File: src/rtl/core_sequencer_if.sv
// Sequencer-side bundle between the dispatcher/datapath and core_sequencer.
// slave = the sequencer itself, master = the environment driving it.
interface core_sequencer_if #(
  parameter int THREADS_PER_BLOCK     = 4,
  parameter int PROGRAM_MEM_ADDR_BITS = 8
);
  localparam int T       = THREADS_PER_BLOCK;
  localparam int PCB     = PROGRAM_MEM_ADDR_BITS;
  localparam int TC_BITS = $clog2(T) + 1;

  logic               start;
  logic [TC_BITS-1:0] thread_count;
  logic               fetch_ready;
  logic               decoded_ret;
  logic [T-1:0]       lsu_busy;
  logic [T*PCB-1:0]   next_pc;
  logic [2:0]         core_state;
  logic [PCB-1:0]     current_pc;
  logic               fetch_valid;
  logic [T-1:0]       thread_enable;
  logic               done;
  logic               divergence_err;

  // Fetch handshake: fetch_valid is high for every FETCH cycle; the
  // instruction is accepted in a cycle where fetch_valid && fetch_ready,
  // and only then does the sequencer leave FETCH.
  modport master (
    output start, thread_count, fetch_ready, decoded_ret, lsu_busy, next_pc,
    input  core_state, current_pc, fetch_valid, thread_enable, done, divergence_err
  );

  modport slave (
    input  start, thread_count, fetch_ready, decoded_ret, lsu_busy, next_pc,
    output core_state, current_pc, fetch_valid, thread_enable, done, divergence_err
  );
endinterface

File: src/rtl/core_sequencer.sv
// Per-core control FSM stepping one instruction at a time from FETCH to UPDATE.
// Optional macro CORE_SEQ_DIVERGENCE_CHECK_EN traps enabled threads whose next PC differs from thread 0.
module core_sequencer #(
  parameter int THREADS_PER_BLOCK     = 4,
  parameter int PROGRAM_MEM_ADDR_BITS = 8
) (
  input logic          clk,
  input logic          reset,
  core_sequencer_if.slave bus
);
  localparam int T       = THREADS_PER_BLOCK;
  localparam int PCB     = PROGRAM_MEM_ADDR_BITS;
  localparam int TC_BITS = $clog2(T) + 1;

  typedef enum logic [2:0] {
    S_IDLE    = 3'd0,
    S_FETCH   = 3'd1,
    S_DECODE  = 3'd2,
    S_REQUEST = 3'd3,
    S_WAIT    = 3'd4,
    S_EXECUTE = 3'd5,
    S_UPDATE  = 3'd6,
    S_DONE    = 3'd7
  } state_t;

  state_t         state_q, state_d;
  logic [PCB-1:0] pc_q, pc_d;
  logic           done_q, done_d;
  logic           err_q, err_d;
  logic [T-1:0]   en_mask, en_q;
  logic [PCB-1:0] pc_lane0;
  logic           lsu_stall;
  logic           diverged;

  // A thread_count above T enables every lane, so no explicit clamp is needed.
  always_comb begin
    en_mask = '0;
    for (int i = 0; i < T; i++) begin
      en_mask[i] = (bus.thread_count > TC_BITS'(i));
    end
  end

  assign pc_lane0  = bus.next_pc[PCB-1:0];
  assign lsu_stall = |(bus.lsu_busy & en_mask);

`ifdef CORE_SEQ_DIVERGENCE_CHECK_EN
  always_comb begin
    diverged = 1'b0;
    for (int i = 1; i < T; i++) begin
      if (en_mask[i] && (bus.next_pc[i*PCB +: PCB] != pc_lane0)) begin
        diverged = 1'b1;
      end
    end
  end
`else
  logic unused_lanes;
  assign unused_lanes = ^bus.next_pc;
  assign diverged     = 1'b0;
`endif

  always_ff @(posedge clk) begin
    if (reset) begin
      state_q <= S_IDLE;
      pc_q    <= '0;
      done_q  <= 1'b0;
      err_q   <= 1'b0;
      en_q    <= '0;
    end else begin
      state_q <= state_d;
      pc_q    <= pc_d;
      done_q  <= done_d;
      err_q   <= err_d;
      en_q    <= en_mask;
    end
  end

  always_comb begin
    state_d = state_q;
    pc_d    = pc_q;
    done_d  = done_q;
    err_d   = err_q;
    case (state_q)
      S_IDLE: begin
        if (bus.start) begin
          if (bus.thread_count == '0) begin
            state_d = S_DONE;
            done_d  = 1'b1;
          end else begin
            state_d = S_FETCH;
          end
        end
      end
      S_FETCH:   if (bus.fetch_ready) state_d = S_DECODE;
      S_DECODE:  state_d = S_REQUEST;
      S_REQUEST: state_d = S_WAIT;
      S_WAIT:    if (!lsu_stall) state_d = S_EXECUTE;
      S_EXECUTE: state_d = S_UPDATE;
      S_UPDATE: begin
        // PC is frozen on RET and on a divergence trap so it points at the culprit.
        if (bus.decoded_ret) begin
          state_d = S_DONE;
          done_d  = 1'b1;
        end else if (diverged) begin
          state_d = S_DONE;
          done_d  = 1'b1;
          err_d   = 1'b1;
        end else begin
          pc_d    = pc_lane0;
          state_d = S_FETCH;
        end
      end
      S_DONE:  state_d = S_DONE;
      default: state_d = S_IDLE;
    endcase
  end

  assign bus.core_state     = state_q;
  assign bus.current_pc     = pc_q;
  assign bus.fetch_valid    = (state_q == S_FETCH);
  assign bus.thread_enable  = en_q;
  assign bus.done           = done_q;
  assign bus.divergence_err = err_q;
endmodule

File: src/flat_wrapper.sv
// flat-port wrapper written by rule: the top's interface ports become plain ports
module core_sequencer_flat 
#(
  parameter int THREADS_PER_BLOCK     = 4,
  parameter int PROGRAM_MEM_ADDR_BITS = 8
)
  (clk, reset, bus_start, bus_thread_count, bus_fetch_ready, bus_decoded_ret, bus_lsu_busy, bus_next_pc, bus_core_state, bus_current_pc, bus_fetch_valid, bus_thread_enable, bus_done, bus_divergence_err);
  core_sequencer_if #(.THREADS_PER_BLOCK(THREADS_PER_BLOCK), .PROGRAM_MEM_ADDR_BITS(PROGRAM_MEM_ADDR_BITS)) bus_i ();
  input logic clk;
  input logic reset;
  input wire logic [$bits(bus_i.start)-1:0] bus_start;
  input wire logic [$bits(bus_i.thread_count)-1:0] bus_thread_count;
  input wire logic [$bits(bus_i.fetch_ready)-1:0] bus_fetch_ready;
  input wire logic [$bits(bus_i.decoded_ret)-1:0] bus_decoded_ret;
  input wire logic [$bits(bus_i.lsu_busy)-1:0] bus_lsu_busy;
  input wire logic [$bits(bus_i.next_pc)-1:0] bus_next_pc;
  output wire logic [$bits(bus_i.core_state)-1:0] bus_core_state;
  output wire logic [$bits(bus_i.current_pc)-1:0] bus_current_pc;
  output wire logic [$bits(bus_i.fetch_valid)-1:0] bus_fetch_valid;
  output wire logic [$bits(bus_i.thread_enable)-1:0] bus_thread_enable;
  output wire logic [$bits(bus_i.done)-1:0] bus_done;
  output wire logic [$bits(bus_i.divergence_err)-1:0] bus_divergence_err;
  assign bus_i.start = bus_start;
  assign bus_i.thread_count = bus_thread_count;
  assign bus_i.fetch_ready = bus_fetch_ready;
  assign bus_i.decoded_ret = bus_decoded_ret;
  assign bus_i.lsu_busy = bus_lsu_busy;
  assign bus_i.next_pc = bus_next_pc;
  assign bus_core_state = bus_i.core_state;
  assign bus_current_pc = bus_i.current_pc;
  assign bus_fetch_valid = bus_i.fetch_valid;
  assign bus_thread_enable = bus_i.thread_enable;
  assign bus_done = bus_i.done;
  assign bus_divergence_err = bus_i.divergence_err;
  core_sequencer #(.THREADS_PER_BLOCK(THREADS_PER_BLOCK), .PROGRAM_MEM_ADDR_BITS(PROGRAM_MEM_ADDR_BITS)) u_core (.clk(clk), .reset(reset), .bus(bus_i));
endmodule
File: config.mk
export PLATFORM = sky130hd
export DESIGN_NAME = core_sequencer_flat
export DESIGN_NICKNAME = d
export VERILOG_FILES = /design/src/rtl/core_sequencer_if.sv /design/src/rtl/core_sequencer.sv /design/src/flat_wrapper.sv
export SDC_FILE = /design/constraint.sdc
export NUM_CORES = 1
export LEC_CHECK = 0
export ABC_AREA = 0
export CAP_MARGIN = 20
export CORE_MARGIN = 2
export CORE_UTILIZATION = 28
export DETAILED_ROUTE_END_ITERATION = 16
export PLACE_DENSITY = 0.75
export SYNTH_ARGS = -nofsm -noshare
export SYNTH_HDL_FRONTEND = slang
export SYNTH_SLANG_ARGS = --single-unit
File: constraint.sdc
create_clock -name clk -period 1.06 [get_ports clk]
set_input_delay 0.159 -clock clk [delete_from_list [all_inputs] [get_ports clk]]
set_output_delay 0.159 -clock clk [all_outputs]
set_load 0.01 [all_outputs]
# Word-level counts from Yosys, hierarchy flattened
# Cells that the tools add are included.
totals:
  inputBits: 44
  reg_bits: 16
  output_inout_bits: 18
op_classes:
  mux: 10
  n_bitwise: 2
  n_reduce_logical: 7
  n_eq_ne: 12
  order_cmp: 4
ops:
  columns: ["cell", "count"]
  rows:
  - ["3-bit one-hot mux with 8 select lines", 1]
  - ["3-bit 2-to-1 mux", 5]
  - ["3-bit == test (second input constant)", 4]
  - ["2-bit inequality test (second input constant)", 4]
  - ["3-bit by 2-bit == test with 1-bit output (second input constant)", 2]
  - ["3-bit by 1-bit > comparator with 1-bit output (second input constant)", 2]
  - ["3-bit by 2-bit > comparator with 1-bit output (second input constant)", 2]
  - ["3-bit logical NOT", 2]
  - ["4-bit bitwise AND", 1]
  - ["4-bit AND reduction", 1]
  - ["4-bit OR reduction", 1]
  - ["3-bit by 1-bit == test with 1-bit output (second input constant)", 1]
  - ["1-bit 2-to-1 mux", 3]
  - ["3-bit AND reduction", 1]
  - ["2-bit by 1-bit inequality test with 1-bit output (second input constant)", 1]
  - ["1-bit one-hot mux with 2 select lines", 1]
  - ["2-bit AND reduction", 1]
  - ["2-bit nonzero test", 1]
  - ["1-bit NOT", 1]

# Depth between registers and ports, before layout
# Gate-level depths: netlist of run 1.
depth:
  word_depth: 5
  depth_mapped: 5
  ltp_nobuf: 4

# Worst setup path before layout of run 1
# OpenSTA, ideal clock, no wires.
synth_path:
  path_kind: "flip-flop to flip-flop"
  startpoint: "reg u_core.state_q[0], in the netlist u_core.bus.core_state[0]"
  endpoint: "reg u_core.pc_q[0], in the netlist u_core.bus.current_pc[0]"
  n_path_buf: 1
  synth_period_minus_slack_ps: 1215
  setup_time_ps: 128
  stages_incl_launch_ff: 6
  t_arrival_ps: 1087
  slack_ps: -155
  required_ps: 932
  path_cell_list: "dfxtp_1 > buf_2 > nand2b_4 > nor2_8 > mux2i_1 > nor2_1"
synth_between:
  elab_chain_cells: 2
synth_rtl:
  columns: ["item", "line_no", "source"]
  rows:
  - ["from (decl)", "core_sequencer.sv:26", "state_t state_q, state_d;"]
  - ["from (signal assigned)", "core_sequencer.sv:69", "state_q <= state_d;"]
  - ["3-bit == test", "core_sequencer.sv:82", "case (state_q)"]
  - ["2-bit AND reduction (no line)", null, null]
  - ["to (signal assigned)", "core_sequencer.sv:70", "pc_q <= pc_d;"]
  - ["to (decl)", "core_sequencer.sv:27", "logic [PCB-1:0] pc_q, pc_d;"]
# No other way between the ends.
# A chain may end at the register's enable or synchronous reset.

# Worst setup path after layout of run 1
layout_path:
  startpoint: "reg u_core.state_q[2], in the netlist u_core.bus.core_state[2]"
  endpoint: "reg u_core.state_q[0], in the netlist u_core.bus.core_state[0]"
layout_between:
  elab_chain_cells: 3
  elab_cells_between_ends: 13
  classes_between: "10 x eq/ne; 1 x mux; 2 x reduce/logical"
layout_rtl:
  columns: ["item", "line_no"]
  rows:
  - ["3-bit == test, or another cell as far along", "core_sequencer.sv:82"]
  - ["2-bit inequality test (no line)", null]
  - ["3-bit AND reduction (no line)", null]
# Parallel ways exist; a longest one is shown, timed or not.

==> results of run 1 <==
==> timing repair <==
item / in CTS / in global routing
gates resized for setup: 52 / 37
setup buffers: 0 / 7
pin swaps: 2 / 7
gates cloned: 0 / 0
endpoints found under the setup margin: 29 / 27
==> synth_stat cells, types with 2 or more instances <==
master / count / area share (%)
dfxtp_1: 16 / 45
nor2_1: 15 / 7.9
mux2i_1: 8 / 11
a21oi_1: 4 / 2.8
nand2b_1: 4 / 3.5
nor2b_1: 3 / 2.6
o21ai_0: 3 / 2.1
a31oi_1: 2 / 1.7
buf_4: 2 / 2.1
inv_1: 2 / 1.0
nor3_1: 2 / 1.4
o21a_1: 2 / 2.1
==> worst max-delay path by stage <==
| stage | end | cells past startpoint |
|---|---|---|
| floorplan | u_core.bus.core_state[0]$_SDFFE_PP0P_ | 4 |
| global placement | u_core.bus.done$_SDFFE_PP0P_ | 5 |
| detailed placement | u_core.bus.core_state[2]$_SDFFE_PP0P_ | 5 |
| CTS | bus_fetch_valid | 3 |
| global route | u_core.bus.core_state[0]$_SDFFE_PP0P_ | 6 |
| finish | u_core.bus.core_state[0]$_SDFFE_PP0P_ | 6 |
==> stage by stage <==
stage	instances	power, mW	area (um^2)	hold WS, ns
floorplan	77	0.824	738	0.231
global placement	151	1.02	1200	0.476
detailed placement	151	1.03	1200	0.483
CTS	155	1.47	1280	0.251
global route	162	1.66	1400	0.284
finish	162	1.60	1400	0.276
==> cells by family after synthesis <==
| logic type | after synthesis | share of synthesized area (%) |
|---|---|---|
| compound gates | 14 | 13.4 |
| buf+inv | 6 | 4.36 |
| flops | 16 | 44.7 |
| mux | 8 | 11.2 |
| other cells | 1 | 0.523 |
| simple gates | 32 | 25.8 |
==> power groups by stage <==
stage | logic, mW | clock network, mW | registers [mW]
final | 0.517 | 0.431 | 0.650
after global routing | 0.547 | 0.460 | 0.653
after CTS | 0.389 | 0.432 | 0.646
after detailed placement | 0.369 | 0 | 0.658
after global placement | 0.365 | 0 | 0.656
after floorplan | 0.152 | 0 | 0.672
==> worst max-delay path: stages (launching register included) <==
cell and delay [ns]:
dfxtp_2 0.37, buf_8 0.12, buf_4 0.12, nor3_1 0.05, a21oi_1 0.14, nor2_1 0.07, nor4_2 0.30
==> registers in the layout, indices dropped and copies added, names as in the netlist <==
signal / count
u_core.bus.current_pc: 8
u_core.bus.thread_enable: 4
u_core.bus.core_state: 3
u_core.bus.done: 1
==> routing by layer <==
| layer | track usage, % | share of wire, % | vias up |
|---|---|---|---|
| met2 | 25.4 | 54 | 22 |
| met4 | 7.50 | 2.2 | 0 |
| met5 | 0 | 0 | - |
| met3 | 1.64 | 4.4 | 6 |
| li1 | - | - | 374 |
| met1 | 15.9 | 39 | 354 |
==> layout make-up <==
class                   count  area share, %
well taps                  30           2.69
inverters                   2          0.538
repair buffers             55           36.1
flip-flops and latches     16           23.5
multi-input cells          55           34.5
clock buffers               4           2.60
==> flow_summary.yaml, run 1 <==
run_status:
  status: "finished, violations left"
  violations: "setup timing"
sta:
  fin_ws_ns: -0.210
  drv_slew: 0
  hold_violations: 0
  setup_viol: 16
  period_minus_slack_ns: 1.27
  finClkSkew_ns: 0.00602
  rsz0062_at_grt: "true"
  finalCritPeriodShare_pct: 120
  tns_ns: -1.81
  fmax_mhz: 787
synthesis:
  synth_ff_type: "dfxtp_1"
  synth_edf_count: 0
  syn-cell-area_um2: 717
  synth_nets: 121
  synth-seq-area-share_pct: 44.7
  synth_cell_types: 26
  avgSynthCellArea_um2: 9.31
  yosys_warnings: 0
  async_flop_share_pct: 0
  syn_inst: 77
  ys_ff_latch: 16
layout:
  final_common_cell: "clkdlybuf4s50_1"
  nFillCells: 212
  register_area_um2: 328
  drive_gt1_share_pct: 44.7
  multi_input_area_um2: 482
  antennaDiodeCount: 0
  mostFrequentLayoutCells: "clkdlybuf4s50_1 (16), nor2_1 (14), dfxtp_1 (12), buf_4 (11), clkbuf_2 (9)"
  syn_to_final_growth_pct: 94.6
  final_nets: 177
  finish.utilization_pct: 56.8
floorplan:
  rows: 18
  fp.dieW_um: 54.6
  initial_core_util_pct: 29.2
  fp.dieH_um: 54.6
  dieArea_um2: 2980
  io_pins: 62
  core_area_um2: 2450
power_and_ir_drop:
  p_sw_share_pct: 29.0
  leakagePower_nw: 0.587
  power_frac_seq_pct: 40.7
  power_frac_comb_pct: 32.4
  internal_power_mw: 1.14
  powerDensity_nw_per_um2: 1150
  switching_power_uw: 463
  ir_drop_mv: 0.697
  power.clock.fraction_pct: 26.9
grt:
  overflow: 0
  grt_pass1_wl_um: 2950
  grt_max_degree: 12
  grt_pass1_vias: 726
  grt_usage_pct: 14.1
  antenna_found_initial: 0
clocking:
  insertion_delay_ns: 0.30
  cts_buffer_depth: 2
  root_buffer: "clkbuf_4"
  cts_tree: "yes"
  cts_buffers: 3
  htreeDepth: 1
  clk_pin_slew_ns: 0.11
  postCtsHoldBufs: 0
  cts.sink_count: 16
critical_path:
  rrSetupSlack_ns: -0.21
  required_ns: 1.26
  reg2regPathDepth: 6
  cp_max_fo: 5
  end_kind: "register"
  crit_type: "register to register"
  worstSetupStartpointType: "register"
  r2r_end: "u_core.bus.core_state[0]$_SDFFE_PP0P_"
  startpoint: "u_core.bus.core_state[2]$_SDFFE_PP0P_"
  worstPathArrival_ns: 1.47
  rr_startpoint: "u_core.bus.core_state[2]$_SDFFE_PP0P_"
detailed_routing:
  vias: 756
  wire_per_inst_um: 14.1
  wl_um: 2280
  drtIter0Drc: 9
  drc: 0
  drt-vias-per-instance: 4.67
  first_pass_iters: 4
  ant_nets: 0
worst_hold_path:
  hold_path_end: "u_core.bus.thread_enable[2]$_SDFF_PP0_"
  holdPathStages: 2
  hp-start: "bus_thread_count[0]"
  min_path_type: "input pin to register"
placement:
  pre_cts_slack_ns: -0.447
  globalplace.congestion: 0.791
  port_buffers: 36
  dp_hpwl_um: 1410
run:
  drv_cap: 0
(Power assumes the default switching activity.)
==> run 2, diff against run 1 <==
CORE_ASPECT_RATIO = 1.1   (was not set)
==> run 2 against run 1 <==
Via count is 2.2% lower. The flow still finishes with violations (setup timing). Register-to-register slack gained 0.04 ns. Critical path type unchanged. Sequential cell count unchanged. Count of clock-buffer cells in the layout did not move. Critical path depth decreased by 1.
==> flow_summary.yaml, run 2 (synthesized netlist as in run 1, its figures left out) <==
sta:
  drv_slew: 0
  fin_hold_ws_ns: 0.139
  fmax_mhz: 815
  finClkSkew_ns: 0.00588
  period_minus_slack_ns: 1.23
  setup_viol: 14
  rsz0062_at_grt: "true"
  fin_ws_ns: -0.167
  tns_ns: -1.49
  hold_violations: 0
  finalCritPeriodShare_pct: 116
critical_path:
  cp_num_buf_inv: 2
  crit_type: "register to register"
  worstSetupStartpointType: "register"
  crit_family: "flip-flops"
  slowest_stage: "dfxtp_4"
  required_ns: 1.26
  end_kind: "register"
  cp_max_fo: 4
  worstPathArrival_ns: 1.43
  path_cells: "buf_6 > buf_4 > a21oi_1 > nor2_1 > nor4_1"
  startpoint: "u_core.bus.core_state[0]$_SDFFE_PP0P_"
  crit_path_max_incr_delay_ns: 0.37
  rr_startpoint: "u_core.bus.core_state[0]$_SDFFE_PP0P_"
detailed_routing:
  first_pass_iters: 4
  ant_nets: 0
  vias: 739
  drt-vias-per-instance: 4.59
  drc: 0
  wl_um: 2000
  drtIter0Drc: 21
  wire_per_inst_um: 12.4
layout:
  syn_to_final_growth_pct: 87.4
  mostFrequentLayoutCells: "clkdlybuf4s50_1 (16), nor2_1 (14), dfxtp_1 (12), buf_4 (11), clkbuf_2 (9)"
  largest_reg_flops: 8
  nFillCells: 213
  final_nets: 175
  finish.utilization_pct: 54.4
  drive_gt1_share_pct: 40.8
  antennaDiodeCount: 0
  final_common_cell: "clkdlybuf4s50_1"
floorplan:
  rows: 19
  fp.dieH_um: 57.1
  initial_core_util_pct: 29.0
  io_pins: 62
  core_area_um2: 2470
  dieArea_um2: 2980
  fp.dieW_um: 52.2
power_and_ir_drop:
  leakagePower_nw: 0.577
  ir_drop_mv: 0.520
  powerDensity_nw_per_um2: 1130
grt:
  grt-busiest-layer: "met2"
  grt_usage_pct: 14.1
  grt_util_met1_pct: 16.3
  grt_pass1_vias: 699
  grtUsageMet2_pct: 23.3
  grt_use_met3_pct: 3.14
  antenna_found_initial: 0
  grt_max_degree: 11
  overflow: 0
  grt_pass1_wl_um: 3080
run:
  drv_cap: 0
clocking:
  cts_buffers: 3
  cts.sink_count: 16
  postCtsHoldBufs: 0
  cts_tree: "yes"
  clk_pin_slew_ns: 0.10
  insertion_delay_ns: 0.30
  root_buffer: "clkbuf_4"
  cts_buffer_depth: 2
  htreeDepth: 1
run_status:
  violations: "setup timing"
  status: "finished, violations left"
worst_hold_path:
  min_path_type: "input pin to register"
  hp-start: "bus_thread_count[0]"
placement:
  port_buffers: 36
  dp_hpwl_um: 1390
  globalplace.congestion: 0.749
==> run 2: cell count changes in the layout (fill, tap and decap cells not counted), moves of 2 or more <==
| cell | before | now |
|---|---|---|
| a21oi_1 | 1 | 4 |
| a21oi_2 | 3 | 0 |
| buf_6 | 8 | 6 |
| clkdlybuf4s15_1 | 2 | 4 |
| dlygate4sd2_1 | 4 | 2 |
==> run 2: worst reg2reg max path, delay by kind of cell (launching register included) <==
kind / cells / cell delay [ns]
flops: 1 / 0.37
buf+inv: 2 / 0.25
compound gates: 1 / 0.16
simple gates: 2 / 0.35
==> run 2: per-stage QoR <==
stage	cell area, um^2	instances	power, mW	setup slack, ns
after detailed placement	1190	151	1.02	-0.406
final	1340	161	1.52	-0.167
after floorplan	738	77	0.824	-0.0927
after global routing	1340	161	1.60	-0.224
after CTS	1350	159	1.50	-0.212
after global placement	1190	151	1.01	-0.379
==> run 2: path summary, 6_finish.rpt <==
path | end | slack [ns] | cells after the start
setup / recovery | u_core.bus.core_state[0]$_SDFFE_PP0P_ | -0.17 | 5
hold / removal | u_core.bus.thread_enable[2]$_SDFF_PP0_ | 0.14 | 2
setup reg to reg | u_core.bus.core_state[0]$_SDFFE_PP0P_ | -0.17 | 5
hold reg to reg | u_core.bus.current_pc[3]$_SDFFE_PP0P_ | 0.50 | 2
==> run 2: repair_timing <==
action | 4_1_cts | 5_1_grt
gates resized for setup | 61 | 24
pin swaps | 7 | 9
buffers inserted | 4 | 3
endpoints found under the setup margin | 29 | 29
==> run 2: per-layer routing <==
layer | vias up | part of all wire (%)
li1 | 368 | -
met1 | 343 | 41
met2 | 23 | 51
met3 | 5 | 4.8
met4 | 0 | 2.4
met5 | - | 0
==> run 2: power breakdown <==
group	total (mW)	leakage (nW)	internal [mW]	switching (mW)
Combinational	0.454	0.423	0.264	0.191
Sequential	0.648	0.133	0.628	0.0197
Clock	0.418	0.0210	0.210	0.208
==> run 2: final cells by class <==
type	instances	area [um^2]	area share (%)
multi-input combinational	55	450	33.5
timing repair buffer	53	480	35.8
sequential	16	330	24.6
inverter	2	7.51	0.559
tap	31	38.8	2.89
clock buffer	4	36.3	2.70
